$ cat src/rtl/sipo_align_ctrl.sv
// K28.5 word-alignment controller: hunts for the comma in the SIPO window, verifies the boundary, emits aligned words.
// Optional `SIPO_ALIGN_ERRCNT_EN adds a saturating misaligned-comma counter output err_cnt.
module sipo_align_ctrl #(
  parameter int unsigned LOCK_CNT = 3,
  parameter int unsigned LOSS_CNT = 4,
  parameter logic [9:0]  COMMA_N  = 10'b0011111010,
  parameter logic [9:0]  COMMA_P  = 10'b1100000101
) (
  input  logic       clk,
  input  logic       reset,
  input  logic       en,
  input  logic [9:0] window,
  output logic [9:0] word,
  output logic       word_valid,
  output logic       k_comma,
  output logic       locked,
`ifdef SIPO_ALIGN_ERRCNT_EN
  output logic [7:0] err_cnt,
`endif
  output logic [1:0] state
);

  localparam int unsigned WORD_W  = 10;
  localparam int unsigned PHASE_W = 4;
  localparam int unsigned GOOD_W  = $clog2(LOCK_CNT + 1);
  localparam int unsigned LOSS_W  = $clog2(LOSS_CNT + 1);
  localparam int unsigned ERR_W   = 8;

  typedef enum logic [1:0] {
    ST_HUNT    = 2'd0,
    ST_VERIFY  = 2'd1,
    ST_LOCKED  = 2'd2,
    ST_ILLEGAL = 2'd3
  } state_e;

  state_e              state_q, state_d;
  logic [PHASE_W-1:0]  phase_q, phase_d;
  logic [GOOD_W-1:0]   good_cnt_q, good_cnt_d;
  logic [LOSS_W-1:0]   loss_cnt_q, loss_cnt_d;
  logic [WORD_W-1:0]   word_q, word_d;
  logic                word_valid_q, word_valid_d;
  logic                k_comma_q, k_comma_d;
  logic                locked_q, locked_d;
  logic [ERR_W-1:0]    err_cnt_q, err_cnt_d;

  logic comma_c;
  logic boundary_c;

  assign comma_c    = (window == COMMA_N) || (window == COMMA_P);
  assign boundary_c = (phase_q == PHASE_W'(9));

  // Next-state, counters and output word capture
  always_comb begin
    state_d      = state_q;
    phase_d      = phase_q;
    good_cnt_d   = good_cnt_q;
    loss_cnt_d   = loss_cnt_q;
    word_d       = word_q;
    k_comma_d    = k_comma_q;
    word_valid_d = 1'b0;
    err_cnt_d    = err_cnt_q;

    if (state_q == ST_ILLEGAL) begin
      state_d    = ST_HUNT;
      good_cnt_d = '0;
      loss_cnt_d = '0;
    end else if (en) begin
      phase_d = boundary_c ? '0 : phase_q + PHASE_W'(1);
      unique case (state_q)
        ST_HUNT: begin
          if (comma_c) begin
            phase_d    = '0;
            good_cnt_d = GOOD_W'(1);
            loss_cnt_d = '0;
            state_d    = (LOCK_CNT <= 1) ? ST_LOCKED : ST_VERIFY;
          end
        end
        ST_VERIFY: begin
          if (comma_c && boundary_c) begin
            if (32'(good_cnt_q) + 32'd1 >= LOCK_CNT) begin
              good_cnt_d = GOOD_W'(LOCK_CNT);
              loss_cnt_d = '0;
              state_d    = ST_LOCKED;
            end else begin
              good_cnt_d = good_cnt_q + GOOD_W'(1);
            end
          end else if (comma_c) begin
            // Comma off the expected boundary: trust the newest one
            phase_d    = '0;
            good_cnt_d = GOOD_W'(1);
          end
        end
        ST_LOCKED: begin
          if (boundary_c) begin
            word_d       = window;
            k_comma_d    = comma_c;
            word_valid_d = 1'b1;
            if (comma_c) loss_cnt_d = '0;
          end else if (comma_c) begin
            if (err_cnt_q != {ERR_W{1'b1}}) err_cnt_d = err_cnt_q + ERR_W'(1);
            if (32'(loss_cnt_q) + 32'd1 >= LOSS_CNT) begin
              loss_cnt_d = LOSS_W'(LOSS_CNT);
              good_cnt_d = '0;
              state_d    = ST_HUNT;
            end else begin
              loss_cnt_d = loss_cnt_q + LOSS_W'(1);
            end
          end
        end
        default: state_d = ST_HUNT;
      endcase
    end

    locked_d = (state_d == ST_LOCKED);
  end

  always_ff @(posedge clk or posedge reset) begin
    if (reset) begin
      state_q      <= ST_HUNT;
      phase_q      <= '0;
      good_cnt_q   <= '0;
      loss_cnt_q   <= '0;
      word_q       <= '0;
      word_valid_q <= 1'b0;
      k_comma_q    <= 1'b0;
      locked_q     <= 1'b0;
      err_cnt_q    <= '0;
    end else begin
      state_q      <= state_d;
      phase_q      <= phase_d;
      good_cnt_q   <= good_cnt_d;
      loss_cnt_q   <= loss_cnt_d;
      word_q       <= word_d;
      word_valid_q <= word_valid_d;
      k_comma_q    <= k_comma_d;
      locked_q     <= locked_d;
      err_cnt_q    <= err_cnt_d;
    end
  end

  assign word       = word_q;
  assign word_valid = word_valid_q;
  assign k_comma    = k_comma_q;
  assign locked     = locked_q;
  assign state      = state_q;

`ifdef SIPO_ALIGN_ERRCNT_EN
  assign err_cnt = err_cnt_q;
`else
  logic unused_err_c;
  assign unused_err_c = ^err_cnt_q;
`endif

endmodule
$ cat config.mk
export PLATFORM = sky130hd
export DESIGN_NAME = sipo_align_ctrl
export DESIGN_NICKNAME = d
export VERILOG_FILES = /design/src/rtl/sipo_align_ctrl.sv
export SDC_FILE = /design/constraint.sdc
export NUM_CORES = 1
export LEC_CHECK = 0
export ABC_AREA = 1
export BUFFER_PORTS_ARGS = -buffer_cell sky130_fd_sc_hd__clkbuf_2
export CORE_MARGIN = 5
export CORE_UTILIZATION = 50
export DETAILED_ROUTE_END_ITERATION = 10
export GPL_TIMING_DRIVEN = 0
export PLACE_DENSITY_LB_ADDON = 0.25
export REMOVE_ABC_BUFFERS = 1
export SYNTH_ARGS = -nofsm -noshare
export SYNTH_HDL_FRONTEND = slang
export SYNTH_SLANG_ARGS = --single-unit
$ cat constraint.sdc
create_clock -name clk -period 2.4 [get_ports clk]
set_input_delay 0.24 -clock clk [delete_from_list [all_inputs] [get_ports clk]]
set_output_delay 0.24 -clock clk [all_outputs]
set_load 0.01 [all_outputs]
==> out/metrics.yaml <==
logic_synthesis:
  syn_area_per_cell_um2: 7.619
  synthesis.area_mm2: 0.001455
  syn_inst: 191
  synth_top_cell_area_share_pct: 41.27
  yosys.area_share.adder_pct: 6.879
  ys_seq_area_share_pct: 41.27
  ys_ff_latch: 24
  synth_top_cell_by_area: "dfrtp_1"
  yosys.area_share.simple_pct: 31.56
  synthTopCellsByArea: "dfrtp_1 41%, nand2_1 17%, ha_1 6.9%"
  synth_xor_area_share_pct: 1.204
  synth.area.mux_share_pct: 0
  synth_top_family_by_area: "simple AND/OR/NAND/NOR gates"
  synth_compound_area_share_pct: 10.49
  yosysWarnings: 0
  synth.distinct_cells: 25
global_routing:
  grt_usage_pct: 15.12
  antenna_found_initial: 0
  grt_max_degree: 25
  grt_pass1_wl_um: 5119
  first_global_vias: 1184
  overflow: 0
power_and_ir_drop:
  p_seq_share_pct: 48.1
  internal-power_uw: 734.2
  leakagePower_nw: 0.9544
  power_density_mw_per_mm2: 650.6
  p_comb_share_pct: 23.8
  clkPwrFrac_pct: 28.1
  switching_share_pct: 32.45
  p_sw_uw: 352.6
  max-vdd-ir-drop_mv: 0.4877
detailed_routing:
  first_pass_iters: 4
  drt-initial-drc-count: 56
  vias: 1277
  drc: 0
  wl_um: 2907
  viasPerCell: 5.067
  drt-wirelength-per-cell_um: 11.54
  drt.antenna.violating_nets: 0
clock_network:
  tritoncts: "built"
  cts_buffers: 3
  ctsResizeCount: 0
  post-cts-setup-buffers: 0
  path_clk_slew_ps: 140
  cts_root_buffer: "clkbuf_4"
  ctsHtreeMaxLevel: 1
  ctsHoldBuffers: 0
  clock_path_buffers: 2
  clk_latency_ps: 330
  clock-sinks: 24
sta:
  hold_viol: 0
  slew-limit-headroom_pct: 41.74
  timing.setup.tns_ps: 0
  worst_pin_slew_ps: 873.0
  skew_ps: 2.871
  final-max-slew-violation-count: 0
  rsz0062_at_grt: "false"
  fmax_mhz: 549.3
  setup_violations: 0
  period_needed_ps: 1820
  period_share_pct: 75.85
  fin_ws_ps: 579.7
floorplan:
  pin_count: 28
  die_area_mm2: 0.004089
  num_rows: 19
  fp.dieW_um: 63.95
  die_y_um: 63.95
  coreArea_mm2: 0.002781
  start_util_pct: 52.32
cells_and_area:
  n_antenna_cell: 0
  drive_gt1_share_pct: 22.17
  fin_area_mm2: 0.001670
  final_net_count: 243
  final_cells: 252
  area_growth_pct: 14.79
setup_path:
  arrival_ps: 2050
  worst-path-max-fanout: 19
  endpoint_kind: "flop"
  worstSetupPathType: "flop to flop"
  crit_path_start_kind: "flop"
  worst_ep_required_time_ps: 2630
place:
  numPortBuffers: 27
  place_hpwl_um: 2254
  post_dp_cell_area_mm2: 0.001618
  gp_congestion: 0.9001
  place_worst_setup_slack_ps: 596.0
  dp_cells: 248
flow_run:
  drv_cap: 0
worst_hold_path:
  hp-class: "input port to async pin"
status:
  status: "completed"
==> cell usage after synthesis <==
cell type / instances
nand4_1: 1
dfrtp_1: 24
nand2_2: 3
o21ai_2: 7
nor2_2: 1
xor2_1: 2
nor3_1: 1
inv_4: 2
nor2_8: 1
nand3_1: 13
buf_6: 1
nand2_1: 67
nor3_4: 1
o311ai_0: 1
a21boi_0: 1
nor2_1: 14
inv_2: 2
nand3b_1: 1
inv_1: 25
nand3_2: 1
o21ai_1: 1
a21oi_1: 6
a32o_1: 1
ha_1: 8
o21ai_0: 6
==> power by group through the flow <==
stage / clock (mW) / sequential [mW] / combinational [mW]
finish: 0.305 / 0.523 / 0.259
global route: 0.327 / 0.534 / 0.303
CTS: 0.307 / 0.524 / 0.261
detailed placement: 0 / 0.531 / 0.258
global placement: 0 / 0.531 / 0.249
floorplan: 0 / 0.519 / 0.205
==> state kept, by name, summed over array words and instances, names as in the netlist <==
register    flops
word           10
phase_q         4
loss_cnt_q      3
good_cnt_q      2
state           2
k_comma         1
locked          1
word_valid      1
==> critical path, stage by stage, from the launching register on <==
cell	delay [ps]
dfrtp_1	450
ha_1	290
inv_1	130
nand2_1	170
nor3_4	340
inv_4	170
nand2_1	80
o21ai_0	70
==> path summary, 6_finish.rpt <==
kind / startpoint / endpoint / slack (ps) / cells past startpoint
setup / recovery: state[0] / k_comma / 580 / 7
hold / removal: reset / word[4] / 50 / 2
setup reg to reg: state[0] / k_comma / 580 / 7
hold reg to reg: word[5] / word[5] / 490 / 2
max in group asynchronous: reset / state[1] / 1820 / 2
min in group clk: window[1] / word[1] / 130 / 3
==> layout by cell type (no fill, tap or decap) <==
cell type / synthesis / final
nand3b_1: 1 / 1
inv_4: 2 / 2
nand2_2: 3 / 3
inv_1: 25 / 25
nor3_1: 1 / 1
ha_1: 8 / 8
dfrtp_1: 24 / 24
nor2_8: 1 / 1
a21boi_0: 1 / 1
o21ai_1: 1 / 1
xor2_1: 2 / 2
a21oi_1: 6 / 6
bufinv_16: 0 / 1
o311ai_0: 1 / 1
nor2_2: 1 / 1
nand3_1: 13 / 13
nand3_2: 1 / 1
clkbuf_4: 0 / 3
clkbuf_2: 0 / 27
nand4_1: 1 / 1
nor3_4: 1 / 1
a32o_1: 1 / 1
nand2_1: 67 / 67
inv_2: 2 / 2
o21ai_0: 6 / 6
o21ai_2: 7 / 7
nor2_1: 14 / 14
==> per-layer routing <==
| metal | global-route usage [%] | wire length (um) | vias up |
|---|---|---|---|
| li1 | - | - | 655 |
| met1 | 20.73 | 1378 | 581 |
| met2 | 23.62 | 1331 | 36 |
| met3 | 2.802 | 150 | 5 |
| met4 | 5.714 | 46 | 0 |
| met5 | 0 | 0 | - |
==> cell type report <==
class / count / area (um2)
Fill cell: 273 / 1111
Multi-Input combinational cell: 137 / 729.5
Sequential cell: 24 / 600.6
Timing Repair Buffer: 27 / 135.1
Inverter: 29 / 113.9
Tap cell: 31 / 38.79
Clock inverter: 1 / 30.03
Clock buffer: 3 / 22.52
==> stage by stage <==
step	hold slack, ps	util, %	power (mW)
floorplan	254.6	-	0.7242
global placement	454.5	58.16	0.7795
detailed placement	459.5	58.16	0.7890
CTS	106.5	60.05	1.091
global route	128.3	60.05	1.164
finish	45.88	60.05	1.087
==> logic make-up (layout without fill, tap and decap cells) <==
| family | after synthesis | in the layout |
|---|---|---|
| buf+inv | 30 | 60 |
| flops | 24 | 24 |
| fa+ha+maj | 8 | 8 |
| xor+xnor | 2 | 2 |
| simple gates | 104 | 104 |
| compound gates | 23 | 23 |
(Power assumes the default switching activity.)
